### src/rtl/mux_rr_feeder.sv
// rtl/mux_rr_feeder.sv - round-robin two-channel feeder for the 2:1 data mux
module mux_rr_feeder #(
    parameter int width_size = 2,
    parameter int CNT_W      = 8
) (
    input  logic                  clk,
    input  logic                  rst,
    input  logic                  in0_valid,
    input  logic [width_size:0]   in0_data,
    output logic                  in0_ready,
    input  logic                  in1_valid,
    input  logic [width_size:0]   in1_data,
    output logic                  in1_ready,
    output logic [width_size:0]   d0,
    output logic [width_size:0]   d1,
    output logic                  sel,
    output logic                  out_valid,
    input  logic                  out_ready,
    input  logic                  cnt_clr,
    output logic [CNT_W-1:0]      cnt0,
    output logic [CNT_W-1:0]      cnt1
);

    logic load;
    logic grant;
    logic grant_valid;
    logic last_grant;

    // A tie goes to the channel that did not win last; a lone requester always wins.
    always_comb begin
        load        = !out_valid || out_ready;
        grant_valid = load && !rst && (in0_valid || in1_valid);
        if (in0_valid && in1_valid)
            grant = !last_grant;
        else
            grant = in1_valid;
        in0_ready = grant_valid && !grant;
        in1_ready = grant_valid && grant;
    end

    always_ff @(posedge clk) begin
        if (rst) begin
            out_valid  <= 1'b0;
            sel        <= 1'b0;
            d0         <= '0;
            d1         <= '0;
            last_grant <= 1'b1;
        end else if (load) begin
            if (grant_valid) begin
                sel        <= grant;
                last_grant <= grant;
                out_valid  <= 1'b1;
                if (grant)
                    d1 <= in1_data;
                else
                    d0 <= in0_data;
            end else begin
                out_valid <= 1'b0;
            end
        end
    end

    // Clear wins over a coincident handshake; counters stick at all-ones.
    always_ff @(posedge clk) begin
        if (rst || cnt_clr) begin
            cnt0 <= '0;
            cnt1 <= '0;
        end else begin
            if (in0_ready && !(&cnt0))
                cnt0 <= cnt0 + 1'b1;
            if (in1_ready && !(&cnt1))
                cnt1 <= cnt1 + 1'b1;
        end
    end

endmodule

### config.mk
export PLATFORM = sky130hd
export DESIGN_NAME = mux_rr_feeder
export DESIGN_NICKNAME = d
export VERILOG_FILES = /design/src/rtl/mux_rr_feeder.sv
export SDC_FILE = /design/constraint.sdc
export NUM_CORES = 1
export LEC_CHECK = 0
export ABC_AREA = 1
export ABC_CLOCK_PERIOD_IN_PS = 1300
export CAP_MARGIN = 5
export CORE_UTILIZATION = 42
export CTS_CLUSTER_SIZE = 8
export DETAILED_ROUTE_END_ITERATION = 8
export PLACE_DENSITY = 0.76
export SKIP_LAST_GASP = 1
export SLEW_MARGIN = 40
export SYNTH_ARGS = -nofsm -noshare
export SYNTH_HDL_FRONTEND = slang
export SYNTH_SLANG_ARGS = --single-unit
### constraint.sdc
create_clock -name clk -period 1.3 [get_ports clk]
set_clock_uncertainty 0.15 [all_clocks]
set_input_delay 0.195 -clock clk [delete_from_list [all_inputs] [get_ports clk]]
set_output_delay 0.195 -clock clk [all_outputs]
set_load 0.01 [all_outputs]
==> flow_summary.ini <==
[timing]
final.setup.tns_ns = -1.76
fin_ws_ns = -0.182
hold_viol_final = 0
rsz0062_at_grt = true
setup_viol = 25
maxSlewHeadroom_pct = 84.9
finalCritPeriodShare_pct = 114
min_period_ns = 1.48
tightest_slew_ns = 0.226
finalMaxSlewViolations = 0
holdWs_ns = 0.102
fmax_ghz = 0.675

[global_routing]
grt_usage_pct = 23.5
grt_pass1_vias = 1386
overflow = 0
grt_pass1_wl_um = 6160
grt_antenna_before_repair = 0
grt_max_degree = 14

[clock_network]
insertion_delay_ns = 0.32
clkTransAtPathRegs_ns = 0.14
cts_htree_levels = 1
clock_path_buffers = 2
cts_tree = yes
clkSinkCount = 25
root_buffer = clkbuf_4
cts_inserted_buffers = 3
cts_hold_buf = 0

[critical_path]
endpoint_kind = output pin
cp.required_ns = 0.95
cp_slowest_cell = dfxtp_2
cp_top_family = flip-flops
cp_max_fo = 2
crit_arrival_ns = 1.14
max_stage_delay_ns = 0.35
worstSetupPathType = reg -> out
startpoint_type = flip-flop
path_cells = nand2_2 -> nand2_4 -> buf_12 -> nor2_8 -> buf_6
path_buf_inv = 2

[synth]
synth_area_leader_cell = dfxtp_1
synth_cells = 206
seq_area_frac_synth_pct = 36.8
synthesis.nets = 220
yosysUniqueCellTypes = 24
yosysWarnings = 0
synth_area_leaders = dfxtp_1 37%, nand2_1 17%, inv_1 8.8%, nor2_1 8.8%, nand3_1 4.4%
synthesis.area_mm2 = 0.00136
synth_top_cell_area_share_pct = 36.8
synth-seq-cells = 25
syn_avg_cell_area_um2 = 6.61

[floorplan]
initial_utilization_pct = 44.6
row_count = 20
die_w_um = 58.9
core_area_mm2 = 0.00305
ios = 38
dieArea_mm2 = 0.00347
die_h_um = 58.9

[power_and_ir_drop]
power.leakage_nw = 1.19
p_clk_share_pct = 23.2
p_int_mw = 1.11
seq_power_share_pct = 51.7
comb_power_share_pct = 25.2
p_sw_share_pct = 29.1
p_switching_mw = 0.455
ir_drop_v = 0.000677
powerDensity_mw_per_mm2 = 655

[routing]
via_count = 1575
drt_iter0_drc = 98
ant_nets = 0
via_per_inst = 4.74
drc = 0
routedWlPerCell_um = 12.0
totalWireLength_um = 3990
dr.pass1.iters = 4

[layout]
layout_common_cells = 51 x nand2_1, 31 x buf_4, 27 x inv_1, 27 x nor2_1, 14 x buf_6
mostFrequentLayoutCell = nand2_1
fin_area_mm2 = 0.00239
final_layout_size_suffix_gt1_share_pct = 49.7
areaGrowthSynthToFinish_pct = 75.4
n_antenna_cell = 0
nNetsFinal = 303
nFillCells = 215

[outcome]
violations = setup timing
status = finished, violations left

[placed_design]
pre_cts_slack_ns = -0.601
placed_area_mm2 = 0.00196
hpwlAfterDp_um = 2300
portBuffers = 37
gp_congestion = 0.845

[job]
cap_violations = 0

[hold_path]
hold_path.class = in -> reg
==> cell type report <==
| type | count | area (µm²) | area share, % |
|---|---|---|---|
| Inverter | 34 | 136 | 5.71 |
| Tap cell | 44 | 55.1 | 2.31 |
| Sequential cell | 25 | 544 | 22.8 |
| Multi-Input combinational cell | 144 | 916 | 38.4 |
| Timing Repair Buffer | 81 | 709 | 29.7 |
| Clock buffer | 4 | 26.3 | 1.10 |
==> cells by family (layout without fill, tap and decap cells) <==
group           after synthesis  count (layout)  share of synthesized area [%]
buf+inv                      37             119                           12.0
compound gates               16              16                           6.16
simple gates                126             126                           43.2
fa+ha+maj                     2               2                           1.84
flops                        25              25                           36.8
==> stage by stage <==
stage / util [%] / total power, mW / std cells
final: 78.2 / 1.56 / 332
after global routing: 78.2 / 1.64 / 332
after CTS: 75.0 / 1.53 / 327
after detailed placement: 64.1 / 1.14 / 300
after global placement: 64.1 / 1.13 / 300
after floorplan: - / 0.989 / 206
==> state kept, by name, indices dropped and copies added, names as in the netlist <==
signal	count
cnt0	8
out_valid	1
d1	3
sel	1
last_grant	1
d0	3
cnt1	8
==> power by group through the flow <==
stage	sequential, mW	combinational (mW)	clock (mW)
floorplan	0.845	0.144	0
global placement	0.833	0.297	0
detailed placement	0.833	0.303	0
CTS	0.807	0.357	0.368
global route	0.811	0.426	0.398
finish	0.808	0.394	0.363
==> final timing paths <==
check         endpoint  depth (start not counted)  slack, ns        from
max          in1_ready                          5      -0.18  last_grant
min reg2reg      d1[1]                          2       0.31       d1[1]
min          out_valid                          3       0.10         rst
max reg2reg    cnt0[6]                         10      -0.10  last_grant
==> tightest hold or removal path, cell delays in order <==
cell	delay, ns
dlymetal6s2s_1	0.15
buf_4	0.17
a21oi_1	0.04
==> layer usage <==
metal | wire length (µm) | vias up | GRT usage (%)
li1 | - | 796 | -
met1 | 1680 | 723 | 28.2
met2 | 2110 | 48 | 41.7
met3 | 163 | 8 | 4.40
met4 | 38 | 0 | 7.82
met5 | 0 | - | 0
==> synth_stat cells <==
| cell type | count |
|---|---|
| nand2_1 | 63 |
| inv_1 | 32 |
| nor2_1 | 32 |
| dfxtp_1 | 25 |
| nand3_1 | 12 |
| a21oi_1 | 7 |
| o21ai_0 | 5 |
| nand2_2 | 3 |
| nand3_2 | 3 |
| nand4_1 | 3 |
| nor3_1 | 3 |
| o21ai_1 | 3 |
| ha_1 | 2 |
| nand2_4 | 2 |
| nor2_4 | 2 |
| buf_4 | 1 |
| buf_6 | 1 |
| buf_8 | 1 |
| inv_2 | 1 |
| inv_4 | 1 |
| nand3_4 | 1 |
| nor2_8 | 1 |
| o21ai_2 | 1 |
| or2_2 | 1 |
==> repair_timing <==
action | CTS | global route
gates resized for setup | 111 | 62
cloned | 0 | 0
setup buffers | 23 | 6
endpoints found under the setup margin | 48 | 48
endpoints found under the hold margin | 0 | 0
pin swaps | 17 | 16
Note: power is estimated with default switching activity, not from simulation.
